<file path="config.mk">
export PLATFORM = sky130hd
export DESIGN_NAME = icache_refill_requester
export DESIGN_NICKNAME = d
export VERILOG_FILES = /design/src/rtl/drac_pkg.sv /design/src/rtl/icache_refill_requester.sv
export SDC_FILE = /design/constraint.sdc
export NUM_CORES = 2
export LEC_CHECK = 0
export ABC_AREA = 0
export CAP_MARGIN = 0
export CORE_MARGIN = 2
export CORE_UTILIZATION = 45
export DETAILED_ROUTE_END_ITERATION = 10
export PLACE_DENSITY = 0.68
export RECOVER_POWER = 25
export SYNTH_ARGS = -nofsm -noshare
export SYNTH_HDL_FRONTEND = slang
export SYNTH_SLANG_ARGS = --single-unit
</file>
<file path="constraint.sdc">
create_clock -name clk_i -period 3.7 [get_ports clk_i]
set_input_delay 0.74 -clock clk_i [delete_from_list [all_inputs] [get_ports clk_i]]
set_output_delay 0.74 -clock clk_i [all_outputs]
set_load 0.01 [all_outputs]
</file>
<file path="src/rtl/drac_pkg.sv">
// Shared types for the icache refill path: FSM states, block-address type
// and the default line geometry.
package drac_pkg;

  localparam int DEFAULT_NUM_BEATS = 4;
  localparam int BEAT_W            = 128;
  localparam int CNT_W             = 16;

  typedef logic [25:0] block_addr_t;

  typedef enum logic [2:0] {
    ST_IDLE  = 3'd0,
    ST_REQ   = 3'd1,
    ST_WAIT  = 3'd2,
    ST_DRAIN = 3'd3,
    ST_DONE  = 3'd4
  } refill_state_e;

endpackage

</file>
<file path="src/rtl/icache_refill_requester.sv">
// Issues one acquire per icache miss, collects grant beats in any order into
// a line buffer and hands the completed line back; handles kill and timeout.
module icache_refill_requester
  import drac_pkg::*;
#(
  parameter int NUM_BEATS      = DEFAULT_NUM_BEATS,
  parameter int TIMEOUT_CYCLES = 1024
) (
  input  logic                          clk_i,
  input  logic                          rstn_i,
  input  logic                          miss_valid_i,
  input  logic [25:0]                   miss_paddr_i,
  output logic                          miss_ready_o,
  input  logic                          kill_i,
  output logic                          acquire_valid_o,
  output logic [25:0]                   acquire_addr_block_o,
  input  logic                          grant_valid_i,
  input  logic [127:0]                  grant_data_i,
  input  logic [1:0]                    grant_beat_i,
  output logic                          line_valid_o,
  output logic [BEAT_W*NUM_BEATS-1:0]   line_data_o,
  output logic [25:0]                   line_paddr_o,
  output logic                          timeout_o
);

  localparam logic [CNT_W-1:0] TO_LAST = CNT_W'(TIMEOUT_CYCLES - 1);

  refill_state_e                 state_q, state_d;
  block_addr_t                   addr_q, addr_d;
  logic [NUM_BEATS-1:0]          mask_q, mask_d;
  logic [CNT_W-1:0]              cnt_q, cnt_d;
  logic [BEAT_W*NUM_BEATS-1:0]   line_q;
  block_addr_t                   line_paddr_q;

  logic                          in_collect, beat_hit, timeout_hit, full, line_load;
  logic [NUM_BEATS-1:0]          beat_onehot, mask_upd;
  logic [BEAT_W*NUM_BEATS-1:0]   merged;

  assign in_collect  = (state_q == ST_WAIT) || (state_q == ST_DRAIN);
  assign beat_hit    = in_collect && grant_valid_i;
  assign timeout_hit = in_collect && (cnt_q == TO_LAST);

  // merged is the buffer as it will look after this cycle's beat, so the
  // output line can be captured on the same edge the last beat lands.
  for (genvar gi = 0; gi < NUM_BEATS; gi++) begin : g_slot
    logic [BEAT_W-1:0] slot_q;
    assign beat_onehot[gi] = beat_hit && (32'(grant_beat_i) == gi);
    always_ff @(posedge clk_i) begin
      if (!rstn_i)              slot_q <= '0;
      else if (beat_onehot[gi]) slot_q <= grant_data_i;
    end
    assign merged[gi*BEAT_W +: BEAT_W] = beat_onehot[gi] ? grant_data_i : slot_q;
  end

  assign mask_upd = mask_q | beat_onehot;
  assign full     = &mask_upd;

  always_comb begin
    state_d   = state_q;
    addr_d    = addr_q;
    mask_d    = mask_q;
    cnt_d     = cnt_q;
    line_load = 1'b0;
    unique case (state_q)
      ST_IDLE: begin
        if (miss_valid_i) begin
          addr_d  = miss_paddr_i;
          mask_d  = '0;
          state_d = ST_REQ;
        end
      end
      ST_REQ: begin
        cnt_d   = '0;
        state_d = kill_i ? ST_DRAIN : ST_WAIT;
      end
      ST_WAIT: begin
        cnt_d  = cnt_q + 1'b1;
        mask_d = mask_upd;
        if (timeout_hit) begin
          mask_d  = '0;
          state_d = ST_IDLE;
        end else if (kill_i) begin
          if (full) begin
            mask_d  = '0;
            state_d = ST_IDLE;
          end else begin
            state_d = ST_DRAIN;
          end
        end else if (full) begin
          mask_d    = '0;
          line_load = 1'b1;
          state_d   = ST_DONE;
        end
      end
      ST_DRAIN: begin
        cnt_d  = cnt_q + 1'b1;
        mask_d = mask_upd;
        if (timeout_hit || full) begin
          mask_d  = '0;
          state_d = ST_IDLE;
        end
      end
      ST_DONE: state_d = ST_IDLE;
      default: begin
        mask_d  = '0;
        state_d = ST_IDLE;
      end
    endcase
  end

  always_ff @(posedge clk_i) begin
    if (!rstn_i) begin
      state_q      <= ST_IDLE;
      addr_q       <= '0;
      mask_q       <= '0;
      cnt_q        <= '0;
      line_q       <= '0;
      line_paddr_q <= '0;
    end else begin
      state_q <= state_d;
      addr_q  <= addr_d;
      mask_q  <= mask_d;
      cnt_q   <= cnt_d;
      if (line_load) begin
        line_q       <= merged;
        line_paddr_q <= addr_q;
      end
    end
  end

  // Outputs are forced quiet while reset is held, not only after its edge.
  assign miss_ready_o         = rstn_i && (state_q == ST_IDLE);
  assign acquire_valid_o      = rstn_i && (state_q == ST_REQ);
  assign line_valid_o         = rstn_i && (state_q == ST_DONE);
  assign timeout_o            = rstn_i && timeout_hit;
  assign acquire_addr_block_o = rstn_i ? addr_q : '0;
  assign line_paddr_o         = rstn_i ? line_paddr_q : '0;
  assign line_data_o          = rstn_i ? line_q : '0;

endmodule

</file>
# --- Yosys cells after proc, flatten, opt, wreduce, memory -nomap -nowiden ---
# Index checks and enable logic that the tools add are counted.
word_totals:
  inputBits: 161
  out_inout_bits: 568
  ff_bits: 1099
classes:
  eq_ne: 11
  addsub: 1
  mux: 25
  n_reduce_logical: 21
  n_bitwise: 2
ops:
  columns: ["op", "n"]
  rows:
  - ["128-bit 2-to-1 mux", 4]
  - ["512-bit 2-to-1 mux", 1]
  - ["26-bit 2-to-1 mux", 2]
  - ["16-bit case mux with 2 select lines", 1]
  - ["16-bit by 1-bit adder with 16-bit output, second input constant", 1]
  - ["16-bit by 10-bit equality test with 1-bit output, second input constant", 1]
  - ["4-bit 2-to-1 mux", 4]
  - ["4-bit case mux with 4 select lines", 1]
  - ["3-bit 2-to-1 mux", 5]
  - ["3-bit case mux with 4 select lines", 1]
  - ["1-bit logical AND", 10]
  - ["3-bit by 2-bit equality test with 1-bit output, second input constant", 2]
  - ["1-bit 2-to-1 mux", 5]
  - ["2-bit equality test, second input constant", 2]
  - ["4-bit inequality test, second input constant", 1]
  - ["4-bit bitwise OR", 1]
  - ["2-bit AND reduction", 2]
  - ["4-bit AND reduction", 1]
  - ["2-bit OR reduction", 2]
  - ["3-bit by 1-bit equality test with 1-bit output, second input constant", 1]
  - ["3-bit equality test, second input constant", 1]
  - ["3-bit logical NOT", 1]
  - ["3-bit AND reduction", 1]
  - ["2-bit by 1-bit equality test with 1-bit output, second input constant", 1]
  - ["7 further kinds", 8]

# --- Depth between registers and ports, before layout ---
depth:
  word_depth: 10
  depth_mapped: 10
  depth_no_buf: 6

# --- Worst setup path after synthesis ---
# Ideal clock, no wire load.
synth_timing:
  kind: "input to register"
  startpoint: "in grant_beat_i[0]"
  endpoint: "reg line_q[100]"
  arrival_time_ns: 3.006
  n_path_buf: 5
  stages: 9
  setup_slack_ns: 0.572
  required_ns: 3.579
  cell_sequence: "clkbuf_1 -> or3_1 -> clkbuf_1 -> a2111oi_4 -> or4b_1 -> buf_4 -> buf_6 -> buf_6 -> mux2_4"
synth_between:
  elab_chain_len: 8
  elab_cells_between_ends: 15
  classes_between: "eq/ne: 3; mux: 5; bitwise: 1; reduce/logical: 6"
synth_rtl:
  columns: ["element", "line", "rtl"]
  rows:
  - ["start, declared", "icache_refill_requester.sv:19", "input logic [1:0] grant_beat_i,"]
  - ["2-bit by 1-bit equality test with 1-bit output (tied with other cells)", "icache_refill_requester.sv:47", "assign beat_onehot[gi] = beat_hit && (32'(grant_beat_i) == gi);"]
  - ["1-bit logical AND", "icache_refill_requester.sv:47", null]
  - ["4-bit bitwise OR", "icache_refill_requester.sv:55", "assign mask_upd = mask_q | beat_onehot;"]
  - ["4-bit AND reduction", "icache_refill_requester.sv:56", "assign full = &mask_upd;"]
  - ["1-bit 2-to-1 mux", "icache_refill_requester.sv:89", "end else if (full) begin"]
  - ["1-bit 2-to-1 mux", "icache_refill_requester.sv:82", "end else if (kill_i) begin"]
  - ["1-bit 2-to-1 mux", "icache_refill_requester.sv:79", "if (timeout_hit) begin"]
  - ["1-bit 2-to-1 mux", "icache_refill_requester.sv:64", "unique case (state_q)"]
  - ["end signal, assigned", "icache_refill_requester.sv:125", "line_q <= merged;"]
  - ["end, declared", "icache_refill_requester.sv:32", "logic [BEAT_W*NUM_BEATS-1:0] line_q;"]
# Parallel ways exist; a longest one is shown, timed or not.
# A chain may end at the register's enable or synchronous reset.

# --- Worst setup path in the final report ---
layout_timing:
  startpoint: "in grant_valid_i"
  endpoint: "reg line_q[326]"
layout_between:
  elab_chain_len: 8
  elab_cells_between_ends: 12
  classes_between: "mux: 5; bitwise: 1; reduce/logical: 6"
layout_rtl:
  columns: ["element", "line", "rtl"]
  rows:
  - ["start, declared", "icache_refill_requester.sv:17", "input logic grant_valid_i,"]
  - ["1-bit logical AND *", "icache_refill_requester.sv:40", "assign beat_hit = in_collect && grant_valid_i;"]
  - ["1-bit logical AND", "icache_refill_requester.sv:47", null]
  - ["4-bit bitwise OR", "icache_refill_requester.sv:55", null]
  - ["4-bit AND reduction", "icache_refill_requester.sv:56", null]
  - ["1-bit 2-to-1 mux", "icache_refill_requester.sv:89", null]
  - ["1-bit 2-to-1 mux", "icache_refill_requester.sv:82", null]
  - ["1-bit 2-to-1 mux", "icache_refill_requester.sv:79", null]
  - ["1-bit 2-to-1 mux", "icache_refill_requester.sv:64", null]
# Every way passes the cells marked *; elsewhere a longest branch is shown, timed or not.

==> impl_summary.txt <==
----------------------------------------------------
[Min path]
  Path class of the lowest-slack min-delay path ... primary input to register
  Startpoint of the lowest-slack hold path ... grant_beat_i[0]

[Detailed routing]
  Final routed wirelength across all metal layers ... 119,000 microns
  Number of search-and-repair iterations in the first detailed-routing pass ... 8
  Met2 wire length ... 54,600 microns
  Wirelength per Cell ... 20.4 microns
  Remaining antenna violation count after routing ... 0
  Wl on met1 ... 53,100 microns
  Highest signal layer in the routed design ... met5
  Number of vias per cell after detailed routing ... 4.98
  First-iteration detailed-routing DRC count ... 2,014
  Remaining DRCs ... 0
  Via count ... 29,067
  Met3 WL post-DR ... around 8500 microns

[Clock tree]
  Clock transition at the register clock pins on the worst setup and hold paths after CTS ... 0.06 ns
  Max Buffers Root-to-Sink ... 3
  H-tree depth reported by CTS ... 3
  Clock tree from TritonCTS ... yes
  Source-to-sink clock delay at the later pin of the worst-skew pair ... 0.71 ns
  Post-CTS setup-driven buffer insertion count ... 0
  Clock root buffer ... sky130_fd_sc_hd__clkbuf_16
  Clock sink count ... 1,099
  Hold-fix buffers, CTS ... 0
  CTS Buf Count ... 111

[Setup path]
  Arrival time at the worst endpoint ... approximately 4.2 ns
  Launch point of the critical path ... grant_valid_i
  Sort of element at the end of the critical path ... register
  Largest fanout on the critical path ... 35
  Start of the worst register-to-register path ... state_q[1]
  Worst setup SP type ... primary input
  Critical path data required time ... roughly 4.3 ns
  Worst setup path class ... primary input to register

[Timing]
  Final number of max-transition violations ... 244
  Final-layout worst hold slack ... 0.384 ns
  Number of endpoints failing setup at the final stage ... 0
  Worst slew margin relative to its limit ... -46.7%
  Maximum achievable frequency ... 0.281 GHz
  Setup repair after global routing missed its margin ... false
  Hold Fails Final Rpt ... 0
  Post-route fraction of the period consumed by the critical path ... a little over nine tenths
  Final min period ... between 3 and 4 ns
  Transition at the pin with the smallest max-transition slack ... 2.20 ns
  Final setup skew ... roughly 0.016 ns

[Final layout]
  Fill cell total of the finished layout ... a little over 8,000
  Total area of sequential cells ... 22,000 sq um
  Most common library cell in the layout ignoring fill and taps ... sky130_fd_sc_hd__dfxtp_1
  Most frequent cells in the layout ... sky130_fd_sc_hd__dfxtp_1 (1,099), sky130_fd_sc_hd__clkdlybuf4s50_1 (726), sky130_fd_sc_hd__and2_1 (566), sky130_fd_sc_hd__mux2_4 (509), sky130_fd_sc_hd__nor2_1 (398)
  Layout Area Growth over Synthesis ... 27.7%
  Proportion of layout cells with a drive suffix above 1 ... between 10% and 20%
  Count of nets after finishing ... 4,650
  Multi-input combinational cell area ... 19,600 sq um

[Synthesis]
  Post-synthesis sequential area ratio ... about half
  Number of enable-type register cells in the synthesized netlist ... 0
  Number of warnings reported in the yosys synthesis log ... 0
  Cell types with the largest area share after synthesis ... sky130_fd_sc_hd__dfxtp_1 (51%), sky130_fd_sc_hd__mux2_4 (18%), sky130_fd_sc_hd__mux2i_1 (8.9%)
  Area share of the leading cell type in the synthesized netlist ... 51.0%
  Flip-flop and latch count after synthesis ... 1,099
  Total nets after synthesis ... approximately 4,000
  Gate Count Post-Synth ... a little under 4,000
  Synth area leader ... sky130_fd_sc_hd__dfxtp_1
  Top_reg_cell synth ... sky130_fd_sc_hd__dfxtp_1
  Distinct cell type count after synthesis ... 44
  Cell Area, Synth ... 43,200 sq um
  Average cell area after synthesis ... approximately 11 sq um
  Share of async-settable or async-resettable flops after synthesis ... 0%

[Floorplanning]
  Core region area ... roughly 95,000 sq um
  Number of core rows ... 113
  Number of primary I/O pins ... 729
  Initial Util ... 45.4%
  DIE WIDTH ... 314 microns
  Area enclosed by the die boundary ... 98,400 sq um
  Vertical die dimension ... approximately 310 microns

[Global routing]
  Initial antenna violation count ... 2
  Maximum number of pins on one net before global-route repair ... 148
  Grt total ovfl ... 0
  Global-route usage over all layers ... a little under a quarter
  Via count of the first global-routing pass ... 28,655
  Wire length of the first global-routing pass ... between 150,000 and 200,000 microns

[Power]
  Leakage power ... 24.4 nW
  Power Total ... 24.1 mW
  Maximum ir drop on the vdd rail ... around 0.38 mV
  Total power divided by cell area ... 438 nW/um^2

[Place]
  Post-detailed-placement half-perimeter wirelength ... 77,700 microns
  GPL Wtd Cong ... 0.827
  IO buf count ... about 730

[Outcome]
  Violations in the final reports ... max-capacitance violations, max-slew violations
  Status ... finished with violations

[Run]
  Max-capacitance violation count ... 4

----------------------------------------------------
-- flip-flops by register name, indices dropped and copies added, names as in the netlist --
name / count
state_q: 3
addr_q: 26
mask_q: 4
line_q: 512
g_slot.slot_q: 512
line_paddr_q: 26
cnt_q: 16
-- layer usage --
metal / GRT usage, % / up-vias
met4: 6.57 / 2
met3: 6.68 / 163
met5: 0 / -
li1: - / 14147
met2: 37.3 / 789
met1: 31.0 / 13966
-- metrics by stage --
stage / std cells / area [sq um] / util, % / setup TNS [ns] / worst slack (ns)
4_1_cts: 5839 / 55300 / 58.2 / 0 / 0.103
3_5_place_dp: 5640 / 51700 / 54.4 / -0.544 / -0.0287
3_3_place_gp: 5640 / 51700 / 54.4 / -0.107 / -0.0192
5_1_grt: 5840 / 55100 / 58.0 / 0 / 0.0188
2_1_floorplan: 3848 / 43200 / - / 0 / 0.572
6_report: 5841 / 55100 / 58.0 / 0 / 0.140
-- worst max-delay path, stage by stage --
cell                              delay [ns]
sky130_fd_sc_hd__clkdlybuf4s50_1        0.55
sky130_fd_sc_hd__nor4bb_1               0.68
sky130_fd_sc_hd__a21oi_1                0.15
sky130_fd_sc_hd__a2111oi_0              0.58
sky130_fd_sc_hd__or4b_4                 0.60
sky130_fd_sc_hd__buf_12                 0.21
sky130_fd_sc_hd__buf_12                 0.22
sky130_fd_sc_hd__mux2_4                 0.33
-- power by group --
group | internal [mW] | total (mW) | leakage, nW | switching (mW)
combinational | 0.382 | 1.05 | 13.7 | 0.666
clock | 6.35 | 11.1 | 1.78 | 4.74
sequential | 11.9 | 12.0 | 8.86 | 0.0375
-- Yosys cell counts (4+ instances only) --
library cell	count
sky130_fd_sc_hd__buf_6	57
sky130_fd_sc_hd__nor2_1	398
sky130_fd_sc_hd__nor4_1	4
sky130_fd_sc_hd__nand4_1	7
sky130_fd_sc_hd__nand2_1	197
sky130_fd_sc_hd__clkbuf_1	188
sky130_fd_sc_hd__buf_1	36
sky130_fd_sc_hd__inv_1	4
sky130_fd_sc_hd__mux2_4	509
sky130_fd_sc_hd__nor3_1	11
sky130_fd_sc_hd__or3_1	5
sky130_fd_sc_hd__mux2i_1	385
sky130_fd_sc_hd__dfxtp_1	1099
sky130_fd_sc_hd__nand3_1	136
sky130_fd_sc_hd__and2_1	567
sky130_fd_sc_hd__mux2_2	32
sky130_fd_sc_hd__o21ai_0	7
sky130_fd_sc_hd__a21oi_1	167
-- logic make-up after synthesis --
kind of cell / count (synthesis) / synth area share, %
compound gates: 190 / 2.37
fa+ha+maj: 1 / 0.0290
simple gates: 1341 / 15.6
flops: 1099 / 51.0
buf+inv: 291 / 3.55
mux: 926 / 27.5
-- path summary, 6_finish.rpt --
check,to,cells past startpoint,slack (ns)
hold reg to reg,addr_q[5],2,0.45
setup / recovery,line_q[326],8,0.14
hold / removal,g_slot[1].slot_q[7],3,0.38
setup reg to reg,line_q[326],7,0.27
-- area by class of cell --
cell class	instances	share of cell area (%)
antenna	2	0.00908
clock buffer	162	5.83
clock inverter	37	0.681
inverter	5	0.0477
multi-input combinational	2458	35.6
sequential	1099	39.9
tap	1265	2.87
timing repair buffer	813	15.0
-- repair_timing --
item | CTS | global route
gates resized for setup | 1 | 1
endpoints found under the hold margin | 0 | 0
endpoints found under the setup margin | 1 | 1
Power figures use the tool's default switching activity.
